--- src/rtl/linear_layer_srl_fifo_mc.sv ---
// Multi-channel SRL stream FIFO: per-channel shift-register storage addressed by
// its occupancy counter, HLS full_n/empty_n handshake, almost-full and global flush.

module linear_layer_srl_fifo_mc_ch #(
    parameter int DATA_WIDTH = 32,
    parameter int DEPTH      = 16,
    parameter int AF_LEVEL   = 14,
    parameter int CW         = 5
) (
    input  logic                  ap_clk,
    input  logic                  ap_rst_n,
    input  logic                  flush,
    input  logic                  i_write,
    input  logic [DATA_WIDTH-1:0] i_din,
    input  logic                  i_read,
    output logic                  o_full_n,
    output logic                  o_empty_n,
    output logic                  o_almost_full,
    output logic [DATA_WIDTH-1:0] o_dout,
    output logic [CW-1:0]         o_count
);
    localparam int AW = (DEPTH > 1) ? $clog2(DEPTH) : 1;

    logic [DATA_WIDTH-1:0] r_srl [DEPTH];
    logic [CW-1:0]         r_count;
    logic                  w_push;
    logic                  w_pop;
    logic [AW-1:0]         w_head;

    assign o_full_n      = (r_count != CW'(DEPTH));
    assign o_empty_n     = (r_count != '0);
    assign o_almost_full = (r_count >= CW'(AF_LEVEL));
    assign o_count       = r_count;

    // A full channel refuses writes even when a pop lands in the same cycle.
    assign w_push = i_write & o_full_n & ~flush;
    assign w_pop  = i_read  & o_empty_n & ~flush;

    // Oldest entry sits at count-1; pin the index to 0 when empty so it stays in range.
    assign w_head = (r_count == '0) ? '0 : AW'(r_count - CW'(1));
    assign o_dout = r_srl[w_head];

    // Data path carries no reset so it maps onto shift-register primitives.
    always_ff @(posedge ap_clk) begin
        if (w_push) begin
            r_srl[0] <= i_din;
            for (int i = 1; i < DEPTH; i++) r_srl[i] <= r_srl[i-1];
        end
    end

    always_ff @(posedge ap_clk or negedge ap_rst_n) begin
        if (!ap_rst_n)             r_count <= '0;
        else if (flush)            r_count <= '0;
        else if (w_push && !w_pop) r_count <= r_count + CW'(1);
        else if (w_pop && !w_push) r_count <= r_count - CW'(1);
    end
endmodule

module linear_layer_srl_fifo_mc #(
    parameter  int DATA_WIDTH = 32,
    parameter  int DEPTH      = 16,
    parameter  int CHANNELS   = 4,
    parameter  int AF_LEVEL   = DEPTH - 2,
    localparam int CW         = $clog2(DEPTH + 1)
) (
    input  logic                           ap_clk,
    input  logic                           ap_rst_n,
    input  logic                           flush,
    input  logic [CHANNELS-1:0]            if_write,
    input  logic [CHANNELS*DATA_WIDTH-1:0] if_din,
    output logic [CHANNELS-1:0]            if_full_n,
    output logic [CHANNELS-1:0]            if_almost_full,
    input  logic [CHANNELS-1:0]            if_read,
    output logic [CHANNELS*DATA_WIDTH-1:0] if_dout,
    output logic [CHANNELS-1:0]            if_empty_n,
    output logic [CHANNELS*CW-1:0]         count
);
    for (genvar c = 0; c < CHANNELS; c++) begin : g_ch
        linear_layer_srl_fifo_mc_ch #(
            .DATA_WIDTH (DATA_WIDTH),
            .DEPTH      (DEPTH),
            .AF_LEVEL   (AF_LEVEL),
            .CW         (CW)
        ) u_ch (
            .ap_clk        (ap_clk),
            .ap_rst_n      (ap_rst_n),
            .flush         (flush),
            .i_write       (if_write[c]),
            .i_din         (if_din[c*DATA_WIDTH +: DATA_WIDTH]),
            .i_read        (if_read[c]),
            .o_full_n      (if_full_n[c]),
            .o_empty_n     (if_empty_n[c]),
            .o_almost_full (if_almost_full[c]),
            .o_dout        (if_dout[c*DATA_WIDTH +: DATA_WIDTH]),
            .o_count       (count[c*CW +: CW])
        );
    end
endmodule
--- config.mk ---
export PLATFORM = sky130hd
export DESIGN_NAME = linear_layer_srl_fifo_mc
export DESIGN_NICKNAME = d
export VERILOG_FILES = /design/src/rtl/linear_layer_srl_fifo_mc.sv
export SDC_FILE = /design/constraint.sdc
export NUM_CORES = 2
export LEC_CHECK = 0
export BUFFER_PORTS_ARGS = -buffer_cell sky130_fd_sc_hd__buf_2
export CAP_MARGIN = 20
export CORE_MARGIN = 4
export CORE_UTILIZATION = 60
export CTS_BUF_LIST = sky130_fd_sc_hd__clkbuf_8
export DETAILED_ROUTE_END_ITERATION = 8
export GPL_ROUTABILITY_DRIVEN = 0
export HOLD_SLACK_MARGIN = 0.08
export PLACE_DENSITY = 0.78
export SLEW_MARGIN = 20
export SYNTH_ARGS = -nofsm -noshare
export SYNTH_HDL_FRONTEND = slang
export SYNTH_SLANG_ARGS = --single-unit
--- constraint.sdc ---
create_clock -name ap_clk -period 42.4 [get_ports ap_clk]
set_input_delay 4.24 -clock ap_clk [delete_from_list [all_inputs] [get_ports ap_clk]]
set_output_delay 4.24 -clock ap_clk [all_outputs]
set_load 0.005 [all_outputs]
; Yosys cells after proc, flatten, opt, wreduce, memory -nomap -nowiden
; Memory sizes are Yosys's and may differ from the RTL's.
; Index checks and enable logic that the tools add are counted.
[totals]
regBits = 20
mem_bits_rw = 2048
output_inout_bits = 160
word_cells = 93
memories = 4
[mem_list]
columns = name, words, width, read_ports, rd_ports_with_merged_regs, write_ports, line_no
row1 = g_ch[0].u_ch.r_srl, 16, 32, 16, 0, 16, 24  ; logic [DATA_WIDTH-1:0] r_srl [DEPTH];
row2 = g_ch[1].u_ch.r_srl, 16, 32, 16, 0, 16, 24
row3 = g_ch[2].u_ch.r_srl, 16, 32, 16, 0, 16, 24
row4 = g_ch[3].u_ch.r_srl, 16, 32, 16, 0, 16, 24
[classes]
n_addsub = 8
order_cmp = 4
eq_ne = 4
muxes = 24
bitwise = 17
n_reduce_logical = 28
[op_table]
columns = op, n
row1 = two-way mux 5 bit, 12
row2 = "adder 5 x 1 -> 5 bit, second input constant", 4
row3 = "greater-or-equal comparator 5 x 4 -> 1 bit, second input constant", 4
row4 = logical NOT 5 bit, 4
row5 = "!= test 5 bit, second input constant", 4
row6 = nonzero test 5 bit, 4
row7 = "subtractor 5 x 1 -> 5 bit, second input constant", 4
row8 = AND 1 bit, 16
row9 = two-way mux 4 bit, 4
row10 = nonzero test 3 bit, 4
row11 = logical AND 1 bit, 8
row12 = logical NOT 1 bit, 8
row13 = two-way mux 1 bit, 8
row14 = inverter 1 bit, 1

; Depth between registers and ports, before layout
[depth]
word_depth = 8
depth_mapped = 14

; By module
; From an unflattened synthesis, not the netlist that was laid out.
[unflattened]
hier_cells = 5618
hier_area_um2 = 86379.1
[by_module_without_submodules]
columns = mod, instances, cells_each, area_each_um2, seq_area_each_um2
row1 = linear_layer_srl_fifo_mc_ch (g_ch[1].u_ch ...), 3, 1397, 21654.5, 15499.9
row2 = linear_layer_srl_fifo_mc_ch (g_ch[0].u_ch), 1, 1427, 21415.5, 15499.9

; Worst setup path after synthesis
; OpenSTA, ideal clock, no wires.
[synth_timing]
path_kind = input port to flip-flop
from = input flush
to = memory g_ch[3].u_ch.r_srl[0][0] (enable)
setup_ns = 2.020
t_arrival_ns = 39.259
required_time_ns = 40.380
path_slack_ns = 1.121
path_stages = 4
n_path_buf = 3
path_cell_list = clkbuf_1 clkbuf_1 clkbuf_1 nor3_1
[synth_lines]
columns = item, line_no
row1 = start: declaration, 68  ; input logic flush,
row2 = end: declaration, 24

; Final worst setup path
[layout_timing]
from = register g_ch[1].u_ch.r_count[0]
to = output if_dout[57]
[layout_via]
elab_chain_len = 3
[layout_lines]
columns = item, line_no
row1 = start: declaration, 25  ; logic [CW-1:0] r_count;
row2 = start signal: assignment, 54  ; else if (w_push && !w_pop) r_count <= r_count + CW'(1);
row3 = start signal: assignment, 55  ; else if (w_pop && !w_push) r_count <= r_count - CW'(1);
row4 = subtractor 5 x 1 -> 5 bit or logical NOT 5 bit (tied branches), 40  ; assign w_head = (r_count == '0) ? '0 : AW'(r_count - CW'(1));
row5 = two-way mux 4 bit *, 40
row6 = memory (16 x 32 bit) *, --
row7 = end: declaration, 74  ; output logic [CHANNELS*DATA_WIDTH-1:0] if_dout,
; Every way passes the cells marked *; elsewhere a longest branch is shown, timed or not.

==> run_results.csv <==
group,metric,value,unit
logic_synthesis,syn_inst,5474,
logic_synthesis,post_synth_num_cell_types,61,
cts,post_cts_resized,0,
sta,rsz0062_at_grt,"no",
cells_and_area,fin_area,89100,µm²
global_route,met2_usage,0.381,
global_route,grt_use_met1,0.378,
cells_and_area,final_cell_mix,"edfxtp_1 (2048), nand2_1 (879), nand3_1 (644)",
global_route,met3_usage,0.0659,
die,die_h,375,µm
logic_synthesis,ys_async_sr_fraction,0.00967,
logic_synthesis,synth_flop_cell,"edfxtp_1",
power,leakage,30.4,nW
routing,finalWirelength,185000,µm
setup_path,required,38.16,ns
setup_path,critical_path_class,"reg -> out",
setup_path,crit_fanout,77,
global_route,gr-total-overflow,0,
sta,relSlewSlack,0.209,
die,io_pins,299,
die,initial_core_util,0.604,
logic_synthesis,syn_nets,5625,
placement,place.port_buffers,298,
sta,slew_viol_final,0,
flow_run,maxCapViolations,0,
placement,place_area,83300,µm²
setup_path,worstPathArrival,6.37,ns
logic_synthesis,synth_edf_count,2048,
power,p_per_area,71.3,nW/µm²
cells_and_area,drive_above_1_share,0.135,
power,vdd_drop_max,0.0862,mV
worst_hold_path,whs_path_depth,0,
cts,h-tree-depth,5,
sta,worst_pin_slew,1.19,ns
cts,postCtsSetupBuffers,0,
setup_path,rrSetupSlack,36.80,ns
cts,cts_sinks,2068,
logic_synthesis,avgSynthCellArea,14.7,µm²
setup_path,reg2reg_from,"g_ch[2].u_ch.o_count[0]",
cells_and_area,fillCellCount,9092,
routing,wire_per_inst,23.8,µm
logic_synthesis,yosysWarnings,0,
logic_synthesis,yosysSeqAreaShare,0.769,
worst_hold_path,hold_class,"reg -> reg",
sta,min_period,10.61,ns
routing,vias,50100,
worst_hold_path,hp-start,"g_ch[3].u_ch.r_srl[3][30]",
setup_path,reg2reg_to,"g_ch[2].u_ch.r_srl[10][15]",
global_route,grt_pass1_vias,48700,
sta,period_share,0.250,
routing,drtIter0Drc,6500,
cells_and_area,final_common_cell,"edfxtp_1",
setup_path,ff2ff_path_depth,8,
sta,final.setup.tns,0,ns
global_route,top_usage_layer,"met2",
die,die_area,140000,µm²
die,die_w,375,µm
routing,drc,0,
cts,cts_buffers,337,
outcome,status,"finished clean",
cts,clk-insertion-delay-late,1.00,ns
global_route,grt_max_degree,221,
cts,tritoncts,"built",
die,core_region_area,133000,µm²
die,rows,134,
cells_and_area,nets,5913,
logic_synthesis,syn_area,80600,µm²
cells_and_area,area_growth,10.5,%
sta,hold_viol,0,
global_route,antenna_found_initial,13,
routing,first_pass_iters,6,
cts,cts_hold_buf,0,
cts,cts.path.max_buffers,4,
sta,finalSetupViolations,0,
cells_and_area,post-route-util,0.668,
cts,clkTransAtPathRegs,0.06,ns
routing,ant_nets,0,
global_route,track_usage,0.257,
routing,viasPerCell,6.46,
sta,max_freq,0.0942,GHz
sta,fin_skew,0.0707,ns
placement,hpwl,94600,µm
worst_hold_path,whs_endpoint,"g_ch[3].u_ch.r_srl[4][30]",
cts,root_buffer,"clkbuf_8",
global_route,grt_pass1_wl,287000,µm
logic_synthesis,ys_seq_elements,2068,
setup_path,cp-end-kind,"output pin",
setup_path,cp-start-kind,"register",
-- kinds of logic (layout without fill, tap and decap cells) --
| group | count (synthesis) | in the layout | share of synthesized area |
|---|---|---|---|
| compound gates | 935 | 935 | 0.0837 |
| xor+xnor | 4 | 4 | 0.000435 |
| fa+ha+maj | 12 | 12 | 0.00186 |
| buf+inv | 502 | 1007 | 0.0269 |
| flops | 2068 | 2068 | 0.769 |
| mux | 84 | 84 | 0.0105 |
| other cells | 0 | 11 | 0 |
| simple gates | 1869 | 1869 | 0.108 |
-- per-layer routing --
layer  vias up  part of all wire
met5         -           0.00024
met4         8             0.025
met3       387              0.11
met2      2873              0.46
met1     24900              0.41
li1      21900                 -
-- critical path: stages, from the launching register on --
cell and delay (ns):
dfrtp_2 0.42, inv_4 0.64, ha_1 0.46, nor4b_2 0.66, or2_4 0.57, buf_4 0.77
buf_4 0.75, o221ai_1 0.24, nand3_1 0.16, nand4_1 0.19, nand2_1 0.18, buf_2 0.14
-- power breakdown --
group	switching (mW)	leakage (nW)	internal, mW
clock network	0.759	3.31	0.779
registers	0.0582	19.5	2.34
logic	1.68	7.57	0.736
-- registers in the layout, indices dropped and copies added (netlist names) --
signal             flops
g_ch.u_ch.r_srl     2048
g_ch.u_ch.o_count     20
-- cell type report --
class	count	area, µm²	area share
clock buffer	342	4710	0.0528
antenna	11	27.5	0.000309
sequential	2068	62000	0.696
timing repair buffer	363	2110	0.0237
inverter	88	338	0.00379
multi-input combinational	2904	16700	0.187
tap	1768	2210	0.0248
clock inverter	214	1020	0.0115
-- worst max-delay path by stage --
stage / start / end / slack [ns] / cells past startpoint
3_3_place_gp: g_ch[1].u_ch.o_count[0] / if_dout[34] / 33.04 / 11
2_1_floorplan: flush / g_ch[3].u_ch.r_srl[0][0] / 1.12 / 4
3_5_place_dp: g_ch[1].u_ch.o_count[0] / if_dout[34] / 32.82 / 11
6_report: g_ch[1].u_ch.o_count[0] / if_dout[57] / 31.79 / 11
4_1_cts: g_ch[1].u_ch.o_count[0] / if_dout[34] / 31.73 / 11
5_1_grt: g_ch[1].u_ch.o_count[0] / if_dout[57] / 31.38 / 11
-- cell usage after synthesis, types with 4 or more instances --
library cell  instances  area, µm²
a21oi_1             148        741
a22o_1               32        280
a31oi_1             132        826
and2_1                5       31.3
and3_1                6       37.5
buf_1                23       86.3
buf_2                88        440
buf_4                25        188
buf_6                 6       67.6
clkbuf_1            268       1010
dfrtp_1              20        500
edfxtp_1           2048      61500
ha_1                 12        150
inv_1                87        327
mux2_2                5       56.3
mux2i_1              79        791
nand2_1             882       3310
nand2b_1              8       50.1
nand3_1             645       3230
nand4_1              65        407
nor2_1               27        101
nor2b_1               4       25.0
nor3_1               15       75.1
o211ai_1            196       1470
o21a_1                5       37.5
o21ai_0              78        390
o21ai_1               9       45.0
o221ai_1            320       2800
or3_1               192       1200
xnor2_1               4       35.0
-- per-stage QoR --
stage / hold slack, ns / power [mW] / setup WS (ns) / cells
after global placement: 0.422 / 4.78 / 33.04 / 7188
after detailed placement: 0.427 / 4.83 / 32.82 / 7188
after floorplan: 0.420 / 3.96 / 1.12 / 5474
after CTS: 0.395 / 6.37 / 31.73 / 7744
final: 0.397 / 6.36 / 31.79 / 7758
after global routing: 0.404 / 6.69 / 31.38 / 7749
Note: power is estimated with default switching activity, not from simulation.
